## config.mk

```make
export PLATFORM = sky130hd
export DESIGN_NAME = servo_pwm_capture
export DESIGN_NICKNAME = d
export VERILOG_FILES = /design/src/rtl/servo_pwm_capture.sv
export SDC_FILE = /design/constraint.sdc
export NUM_CORES = 1
export LEC_CHECK = 0
export CAP_MARGIN = 20
export CORE_UTILIZATION = 55
export CTS_CLUSTER_SIZE = 14
export DETAILED_ROUTE_END_ITERATION = 16
export GPL_TIMING_DRIVEN = 0
export PLACE_DENSITY = 0.86
export SLEW_MARGIN = 20
export SYNTH_ARGS = -nofsm -noshare
export SYNTH_HDL_FRONTEND = slang
export SYNTH_SLANG_ARGS = --single-unit
```

## constraint.sdc

```tcl
create_clock -name clk -period 5.4 [get_ports clk]
set_clock_uncertainty 0.05 [all_clocks]
set_input_delay 0.81 -clock clk [delete_from_list [all_inputs] [get_ports clk]]
set_output_delay 0.81 -clock clk [all_outputs]
set_load 0.1 [all_outputs]
```

## src/rtl/servo_pwm_capture.sv

```systemverilog
// rtl/servo_pwm_capture.sv - servo PWM high-time capture and angle decoder
//
// Purpose:
//   Measures the high time of a servo-style PWM input in 1 us units and
//   decodes it back to an angle 0..180 using the inverse of the encoding
//   high_us = 500 + 11*angle (rounded to nearest, clamped at 180).
//
// Ports:
//   clk           in   system clock
//   reset_n       in   asynchronous reset, active low
//   pwm_in        in   asynchronous PWM input pin
//   high_dur_out  out  [14:0] last valid measured high time, us
//   angle_out     out  [7:0]  last valid decoded angle, 0..180
//   valid         out  1-clk pulse: new high_dur_out/angle_out loaded
//   range_err     out  1-clk pulse: pulse rejected (too short or too long)
//   signal_lost   out  level: no rising edge for LOST_TIMEOUT_US

module servo_pwm_capture #(
  parameter int CLK_FREQ        = 100,
  parameter int MIN_HIGH_US     = 400,
  parameter int MAX_HIGH_US     = 2600,
  parameter int LOST_TIMEOUT_US = 25000
) (
  input  logic        clk,
  input  logic        reset_n,
  input  logic        pwm_in,
  output logic [14:0] high_dur_out,
  output logic [7:0]  angle_out,
  output logic        valid,
  output logic        range_err,
  output logic        signal_lost
);

  localparam int PW = (CLK_FREQ > 1) ? $clog2(CLK_FREQ) : 1;

  localparam logic [PW-1:0] PRESC_MAX = PW'(CLK_FREQ - 1);
  localparam logic [14:0]   MIN_US    = 15'(MIN_HIGH_US);
  localparam logic [14:0]   MAX_US    = 15'(MAX_HIGH_US);
  localparam logic [14:0]   LOST_US   = 15'(LOST_TIMEOUT_US);
  localparam logic [14:0]   ZERO_US   = 15'd500;
  localparam logic [14:0]   STEP_US   = 15'd11;
  localparam logic [14:0]   ROUND_US  = 15'd5;
  localparam logic [7:0]    MAX_ANGLE = 8'd180;

  typedef enum logic [1:0] {
    ARM       = 2'd0,
    WAIT_RISE = 2'd1,
    HIGH      = 2'd2,
    CONV      = 2'd3
  } state_t;

  state_t        state;
  logic          sync1;
  logic          sync2;
  logic          sync_d;
  logic [1:0]    settle_cnt;
  logic [PW-1:0] presc;
  logic [14:0]   lost_cnt;
  logic [14:0]   high_cnt;
  logic [14:0]   hd;
  logic [14:0]   rem;
  logic [7:0]    q;
  logic          conv_first;

  logic          rise;
  logic          fall;
  logic          tick;
  logic [14:0]   high_next;

  assign rise = sync2 & ~sync_d;
  assign fall = ~sync2 & sync_d;
  assign tick = (presc == PRESC_MAX);

  // Count the tick that coincides with the fall so an N us pulse reads N.
  assign high_next = high_cnt + {14'd0, tick};

  always_ff @(posedge clk or negedge reset_n) begin
    if (!reset_n) begin
      state        <= ARM;
      sync1        <= 1'b0;
      sync2        <= 1'b0;
      sync_d       <= 1'b0;
      settle_cnt   <= 2'd0;
      presc        <= '0;
      lost_cnt     <= 15'd0;
      high_cnt     <= 15'd0;
      hd           <= 15'd0;
      rem          <= 15'd0;
      q            <= 8'd0;
      conv_first   <= 1'b0;
      high_dur_out <= 15'd0;
      angle_out    <= 8'd0;
      valid        <= 1'b0;
      range_err    <= 1'b0;
      signal_lost  <= 1'b1;
    end else begin
      sync1  <= pwm_in;
      sync2  <= sync1;
      sync_d <= sync2;

      // sync2 only reflects the pin two clocks after reset release; until
      // then its reset value would look like a low input.
      if (settle_cnt != 2'd2) begin
        settle_cnt <= settle_cnt + 2'd1;
      end

      valid     <= 1'b0;
      range_err <= 1'b0;

      if (rise || tick) begin
        presc <= '0;
      end else begin
        presc <= presc + PW'(1);
      end

      if (rise) begin
        lost_cnt <= 15'd0;
      end else if (tick && (lost_cnt < LOST_US)) begin
        lost_cnt <= lost_cnt + 15'd1;
        if (lost_cnt == LOST_US - 15'd1) begin
          signal_lost <= 1'b1;
        end
      end

      case (state)
        ARM: begin
          // Never start measuring a pulse that was already high.
          if ((settle_cnt == 2'd2) && !sync2) begin
            state <= WAIT_RISE;
          end
        end

        WAIT_RISE: begin
          if (rise) begin
            high_cnt <= 15'd0;
            state    <= HIGH;
          end
        end

        HIGH: begin
          if (high_next > MAX_US) begin
            range_err <= 1'b1;
            state     <= ARM;
          end else if (fall) begin
            if (high_next < MIN_US) begin
              range_err <= 1'b1;
              state     <= WAIT_RISE;
            end else begin
              hd         <= high_next;
              conv_first <= 1'b1;
              state      <= CONV;
            end
          end else begin
            high_cnt <= high_next;
          end
        end

        CONV: begin
          // Divide (hd - 500 + 5) by 11 by repeated subtraction; the +5
          // rounds to the nearest angle of the encoder.
          if (conv_first) begin
            conv_first <= 1'b0;
            rem        <= ((hd < ZERO_US) ? 15'd0 : (hd - ZERO_US)) + ROUND_US;
            q          <= 8'd0;
          end else if ((rem >= STEP_US) && (q < MAX_ANGLE)) begin
            rem <= rem - STEP_US;
            q   <= q + 8'd1;
          end else begin
            angle_out    <= q;
            high_dur_out <= hd;
            valid        <= 1'b1;
            signal_lost  <= 1'b0;
            state        <= WAIT_RISE;
          end
        end

        default: state <= ARM;
      endcase
    end
  end

endmodule

```

# Word-level counts from Yosys, hierarchy flattened
# Index checks and enable logic that the tools add are counted.
# op_classes
n_mux	37
add_sub_neg	8
n_reduce_logical	16
bitwise_logic	8
n_eq_ne	16
n_lt_le_gt_ge	6
# ops
op	count
15-bit two-way mux	8
15-bit by 9-bit < comparator with 1-bit output, second input constant	2
15-bit case mux with 2 select lines	1
2-bit != test, second input constant	9
1-bit two-way mux	16
8-bit two-way mux	2
15-bit by 1-bit adder with 15-bit output	1
15-bit by 1-bit adder with 15-bit output, second input constant	1
15-bit by 3-bit adder with 15-bit output, second input constant	1
15-bit equality test, second input constant	1
15-bit by 4-bit greater-or-equal comparator with 1-bit output, second input constant	1
15-bit by 12-bit > comparator with 1-bit output, second input constant	1
15-bit < comparator, second input constant	1
15-bit by 4-bit subtractor with 15-bit output, second input constant	1
15-bit by 9-bit subtractor with 15-bit output, second input constant	1
2-bit two-way mux	7
4-bit AND reduction	3
8-bit by 1-bit adder with 8-bit output, second input constant	1
8-bit < comparator, second input constant	1
2-bit case mux with 4 select lines	1
2-bit nonzero test	4
7-bit by 1-bit adder with 7-bit output, second input constant	1
7-bit equality test, second input constant	1
7-bit two-way mux	1
14 further kinds	24
# word_totals
out_inout_bits	26
elab_cells	108
input_bits	3
reg_bits	109

# Depth between registers and ports, before layout
# Gate-level depths: netlist (run 1).
# depth
ltp_word	7
mapped_depth	15
mapped_depth_nobuf	13

# Least setup slack after synthesis (run 1)
# Ideal clock, no wire load.
# synth_path
path_kind	reg2reg
start	register presc[0]
end	register hd[0]
arrival_ns	3.216
path_slack_ns	2.009
path_stages_with_launch	14
period_less_slack_ns	3.391
n_path_buf	1
setup_ns	0.125
path_cell_list	dfrtp_1 ha_1 nand2_1 nor4_1 ha_1 ha_1 nand3_1 nor4_2 mux2i_1 nand2_1 a2111oi_2 nand3b_4 buf_8 mux2_4
# synth_between
elab_chain_cells	5
word_cells_on_any_way	7
cone_classes	1 x add/sub; 2 x order compare; 1 x eq/ne; 2 x bitwise; 1 x reduce/logical
# synth_lines
element	line_no	text
start: declaration	57	logic [PW-1:0] presc;
start signal: assignment	113	presc <= presc + PW'(1);
7-bit equality test (*)	72	assign tick = (presc == PRESC_MAX);
15-bit by 1-bit adder with 15-bit output (*)	75	assign high_next = high_cnt + {14'd0, tick};
15-bit by 9-bit < comparator with 1-bit output or 15-bit by 12-bit > comparator with 1-bit output (tied branches)	145, 141	
1-bit inverter (no line)	n/a	
4-bit AND reduction (no line)	n/a	
end signal: assignment	149	hd <= high_next;
end: declaration	60	logic [14:0] hd;
# Mark *: on every way between the ends. The rest lies on a longest branch, timed or not.
# A chain may end at the register's enable or synchronous reset.

# Final worst setup path (run 1)
# layout_path
start	register presc[0]
end	register hd[9]
# Same word-level chain as after synthesis.

==> results.ini, run 1 <==
[synth]
yosysTopAreaCell=dfrtp_1
synth_seq_area_share=0.435
netlist_area_mm2=0.00628
synth_top_area_frac=0.430
synth.most_common_cell=dfrtp_1
synth_edf_count=0
ys_seq_elements=109
async_reset_ff_frac=1.00
postSynthCellCount=647
synth_flop_cell=dfrtp_1
ys_warn_count=0
syn_nets=664
synth_area_leaders=dfrtp_1 43%, nor2_1 4.7%, mux2_2 3.8%, xnor2_1 3.3%, nand2_1 3.2%
ys_types=88
synth_top_cells_by_count=108 x dfrtp_1, 79 x nor2_1, 54 x nand2_1
synth_area_per_cell_um2=9.71

[worst_setup_path]
reg2reg_slack_ps=1220
worst-r2r-cell-count=13
crit_end=hd[9]
startpoint=presc[0]
worstSetupPathType=flop to flop
arrival_ps=4380
cp_max_fo=10
r2r-start=presc[0]
r2r-end=hd[9]
crit_path_end_kind=flop
start_kind=flop
worstPathRequired_ps=5600

[sta]
min_period_over_period=0.774
fin_setup_tns_ps=0
worst_pin_slew_ps=993
slew_headroom=0.336
clock.fmax_mhz=239
timing.hold.ws_ps=305
worst_slack_ps=1220
setup_viol=0
hold_violations=0
fin_crit_ps=4180
rsz0062_at_grt=false
slew_viol_final=0

[drt]
drt_iter0_markers=300
num_vias=4998
ant_nets=0
first_pass_iters=5
wl_per_cell_um=16.4
wirelength_um=13600
viasPerCell=6.01
drc=0

[floorplanning]
start_util=0.572
chipHeight_um=109
core-area_mm2=0.0110
die_w_um=109
dieArea_mm2=0.0118
io_pins=29
row_count=38

[cts]
cts_buffer_depth=2
cts-hold-fix-buffers=0
htreeDepth=3
tritoncts=done
clock-sinks=109
cts.clk_slew.worst_paths_ps=80
clock_latency_ps=370
cts_buffers=9
cts_resized=0
cts_setup_buffers=0
cts-root-buf=clkbuf_16

[cells_and_area]
seq_area_mm2=0.00273
fill_cells=852
finalNonFillerCells=832
synthToLayoutAreaGrowth_pct=12.5
drive_above_1_share=0.137
multi_input_comb_area_mm2=0.00331
finalInstanceArea_mm2=0.00706
antenna_cells=0
nets=704
final_util=0.643

[status]
status=complete, no violations

[flow_run]
maxCapViolations=0

[global_routing]
grt_pass1_vias=4777
use_met3=0.0442
antenna_found_initial=0
grtUsageTotal=0.249
gr-total-overflow=0
grtUsageMet2=0.418
grt_busiest_layer=met2
use_met1=0.316
grt_max_degree=59
grt_pass1_wl_um=22900

[placement]
hpwl_um=9820
dpl.cell_count=816
gp_congestion=0.909
dpl_cell_area_mm2=0.00676
port_buffers=28
dp_slack_ps=1310

[worst_hold_path]
worstHoldPathType=flop to flop
min_path_cells=0

[pwr]
power_mw=1.79
ir_worst_vdd_uv=302
power_density_mw_per_mm2=253
leakage_nw=3.18

-- logic make-up (layout without fill, tap and decap cells) --
logic type,Yosys count,after routing,synth area share
DFF,109,109,0.435
AOI/OAI and AO/OA,133,133,0.151
muxes,32,32,0.0616
xor gates and xnor gates,46,46,0.0642
and+or+nand+nor,263,263,0.223
adders and majority gates,14,14,0.0279
buffers and inverters,50,95,0.0383
-- layer usage --
metal	share of wire	wire [um]
met3	0.038	511
met4	0.026	349
met5	0	0
met1	0.44	5980
met2	0.50	6790
-- critical path, stage by stage (launching register included) --
cell       delay [ps]
dfrtp_1           390
ha_1              220
nand2_1           100
nor4_1            630
ha_1              280
ha_1              260
nand3_1           250
nor4_2            230
mux2i_1           300
nand2_1           100
a2111oi_2         530
nand3b_4          250
buf_8             160
mux2_4            300
-- flip-flops by register name, indices dropped and copies added, names as in the netlist, 2 cells and up --
| name | flops |
|---|---|
| q | 8 |
| state | 2 |
| angle_out | 8 |
| hd | 15 |
| rem | 15 |
| presc | 7 |
| high_dur_out | 15 |
| settle_cnt | 2 |
| high_cnt | 15 |
| lost_cnt | 15 |
-- area by class of cell --
cell class | instances | share of cell area
plain buffers | 31 | 0.0239
clock buffers | 9 | 0.0319
clock inverters | 7 | 0.0106
inverters | 19 | 0.0101
multi-input cells | 488 | 0.469
flip-flops and latches | 109 | 0.386
well taps | 140 | 0.0248
repair buffers | 29 | 0.0437
-- how the worst min path moves through the flow --
stage | endpoint | from | slack (ps)
floorplan | sync2 | sync1 | 280
global placement | sync2 | sync1 | 280
detailed placement | sync2 | sync1 | 290
CTS | sync2 | sync1 | 310
global route | sync2 | sync1 | 310
finish | sync2 | sync1 | 300
-- power by group --
part	internal [mW]	switching (mW)	leakage (nW)
Clock	0.329	0.341	0.145
Combinational	0.0858	0.175	1.54
Sequential	0.837	0.0204	1.50
-- placed cells by master (no fill, tap or decap), types with 4 or more instances in the layout --
| cell | Yosys | routed |
|---|---|---|
| a21oi_1 | 35 | 35 |
| nand4_1 | 9 | 9 |
| clkbuf_16 | 0 | 9 |
| buf_4 | 4 | 4 |
| nor4_1 | 8 | 8 |
| nand3_1 | 25 | 25 |
| or3_1 | 6 | 6 |
| a211o_1 | 5 | 5 |
| buf_2 | 8 | 8 |
| clkdlybuf4s50_1 | 0 | 27 |
| and3_1 | 4 | 4 |
| inv_1 | 19 | 19 |
| nor3_1 | 17 | 17 |
| dfrtp_1 | 108 | 108 |
| nor2_1 | 79 | 79 |
| mux2_4 | 8 | 8 |
| a22o_1 | 4 | 4 |
| mux2_2 | 21 | 21 |
| ha_1 | 14 | 14 |
| nand2_1 | 54 | 54 |
| nor3b_1 | 7 | 7 |
| nand2b_1 | 6 | 6 |
| o21ai_0 | 29 | 29 |
| xor2_1 | 22 | 22 |
| clkbuf_1 | 13 | 13 |
| and2_1 | 13 | 13 |
| xnor2_1 | 24 | 24 |
| a21o_1 | 8 | 8 |
| nand3b_1 | 6 | 6 |
| or2_2 | 4 | 4 |
Power figures use the tool's default switching activity.
==> inputs of run 2 (changes only) <==
==> constraint.sdc (replaced) <==
create_clock -name clk -period 4.3 [get_ports clk]
set_clock_uncertainty 0.05 [all_clocks]
set_input_delay 0.645 -clock clk [delete_from_list [all_inputs] [get_ports clk]]
set_output_delay 0.645 -clock clk [all_outputs]
set_load 0.1 [all_outputs]
==> run 2 against run 1 <==
Effect of this change: power increased by 26%; clock power increased by 26%; sequential share of layout area about the same; non-clock buffer count unchanged; critical path depth unchanged; die area unchanged; fmax increased by 6.7%; routed wire length about the same; combinational power increased by 25%; highest routed layer unchanged.
==> results.ini, run 2 (synthesized netlist as in run 1, its figures left out) <==
[status]
status=complete, no violations

[global_routing]
gr-total-overflow=0  ; unchanged
grt_busiest_layer=met2
grt_max_degree=59  ; unchanged
grt_pass1_vias=4777  ; unchanged
use_met3=0.0442  ; unchanged
grt_pass1_wl_um=22900  ; unchanged
use_met1=0.316  ; unchanged
grtUsageTotal=0.249  ; unchanged
grtUsageMet2=0.418  ; unchanged
antenna_found_initial=0  ; unchanged

[drt]
first_pass_iters=5  ; unchanged
drt_iter0_markers=303  ; +1.0%
wirelength_um=13600  ; about the same
drc=0  ; unchanged
ant_nets=0  ; unchanged
wl_per_cell_um=16.4  ; about the same
num_vias=4985  ; -0.26%
viasPerCell=5.99  ; -0.26%

[cts]
cts_buffers=9  ; unchanged
clock_latency_ps=370  ; about the same
tritoncts=done
clock-sinks=109  ; unchanged
cts-root-buf=clkbuf_16
htreeDepth=3  ; unchanged
cts.clk_slew.worst_paths_ps=80  ; about the same
cts_buffer_depth=2  ; unchanged
cts_setup_buffers=0  ; unchanged
cts-hold-fix-buffers=0  ; unchanged

[floorplanning]
die_w_um=109  ; unchanged
dieArea_mm2=0.0118  ; unchanged
io_pins=29  ; unchanged
core-area_mm2=0.0110  ; unchanged
start_util=0.572  ; unchanged
row_count=38  ; unchanged
chipHeight_um=109  ; unchanged

[worst_setup_path]
worstPathRequired_ps=4500  ; -1100 ps
worstSetupPathType=flop to flop
arrival_ps=4120  ; -260 ps
crit_path_end_kind=flop
cp_max_fo=10  ; unchanged
start_kind=flop

[sta]
min_period_over_period=0.911  ; +0.137
fin_crit_ps=3920  ; -264 ps
setup_viol=0  ; unchanged
clock.fmax_mhz=255  ; +6.7%
rsz0062_at_grt=false
worst_pin_slew_ps=992  ; -1.25 ps
fin_setup_tns_ps=0  ; unchanged
slew_viol_final=0  ; unchanged
hold_violations=0  ; unchanged
slew_headroom=0.337  ; +0.000834

[cells_and_area]
synthToLayoutAreaGrowth_pct=12.6  ; about the same
layout_common_cells=108 x dfrtp_1, 79 x nor2_1, 54 x nand2_1, 35 x a21oi_1, 29 x o21ai_0
drive_above_1_share=0.139  ; +0.00145
final_common_cell=dfrtp_1
antenna_cells=0  ; unchanged
final_util=0.644  ; about the same
fill_cells=852  ; unchanged
nets=704  ; unchanged

[placement]
port_buffers=28  ; unchanged
gp_congestion=0.909  ; unchanged
hpwl_um=9820  ; unchanged

[pwr]
ir_worst_vdd_uv=379  ; +26%
power_mw=2.25  ; +26%
power_density_mw_per_mm2=318  ; +26%
leakage_nw=3.18  ; about the same

[flow_run]
maxCapViolations=0  ; unchanged

[worst_hold_path]
worstHoldPathType=primary input to async pin

[run 2: cell types whose count changed in the layout (fill, tap and decap cells not counted)]
| cell | previous run | this run |
|---|---|---|
| nor4_1 | 8 | 7 |
| nor4_2 | 3 | 4 |
[run 2: timing repair]
item	in CTS	in global routing
setup endpoints to repair	0	12
endpoints found under the hold margin	0	0
resized for setup	0	1
[run 2: final cells by class]
type | count | area (um^2) | area share
clock inverters | 7 | 75.1 | 0.0106
repair buffers | 29 | 309 | 0.0437
flip-flops and latches | 109 | 2730 | 0.386
clock buffers | 9 | 225 | 0.0319
inverters | 19 | 71.3 | 0.0101
well taps | 140 | 175 | 0.0248
multi-input cells | 488 | 3320 | 0.469
plain buffers | 31 | 169 | 0.0239
[run 2: metal layers]
layer  vias up  part of all wire
li1       2373                 -
met4         0             0.026
met3        30             0.038
met1      2465              0.44
met2       117              0.50
met5         -                 0
[run 2: worst max-delay path, cell delays in order (launching register included)]
cell       delay (ps)
dfrtp_1           390
ha_1              220
nand2_1           100
nor4_2            410
ha_1              240
ha_1              260
nand3_1           240
nor4_2            230
mux2i_1           290
nand2_1           100
a2111oi_2         540
nand3b_4          250
buf_8             160
mux2_4            300
[run 2: final timing paths]
path,start,to,slack [ps],depth (start not counted)
setup / recovery,presc[0],hd[9],380,13
hold / removal,reset_n,high_dur_out[11],160,1
setup reg to reg,presc[0],hd[9],380,13
hold reg to reg,sync1,sync2,300,0
max in group asynchronous,reset_n,signal_lost,3340,2
min in group clk,sync1,sync2,300,0
[run 2: through the flow]
stage,area (um^2),hold WS (ps),setup slack (ps),std cells
floorplan,6280,281,909,647
global placement,6740,283,-1490,815
detailed placement,6760,289,207,816
CTS,7060,183,174,832
global route,7070,202,46.6,832
finish,7070,162,383,832
[run 2: power breakdown]
group | internal (mW) | switching (mW) | leakage, nW | total (mW)
clock network | 0.413 | 0.429 | 0.145 | 0.843
logic | 0.108 | 0.219 | 1.54 | 0.326
registers | 1.05 | 0.0267 | 1.50 | 1.08
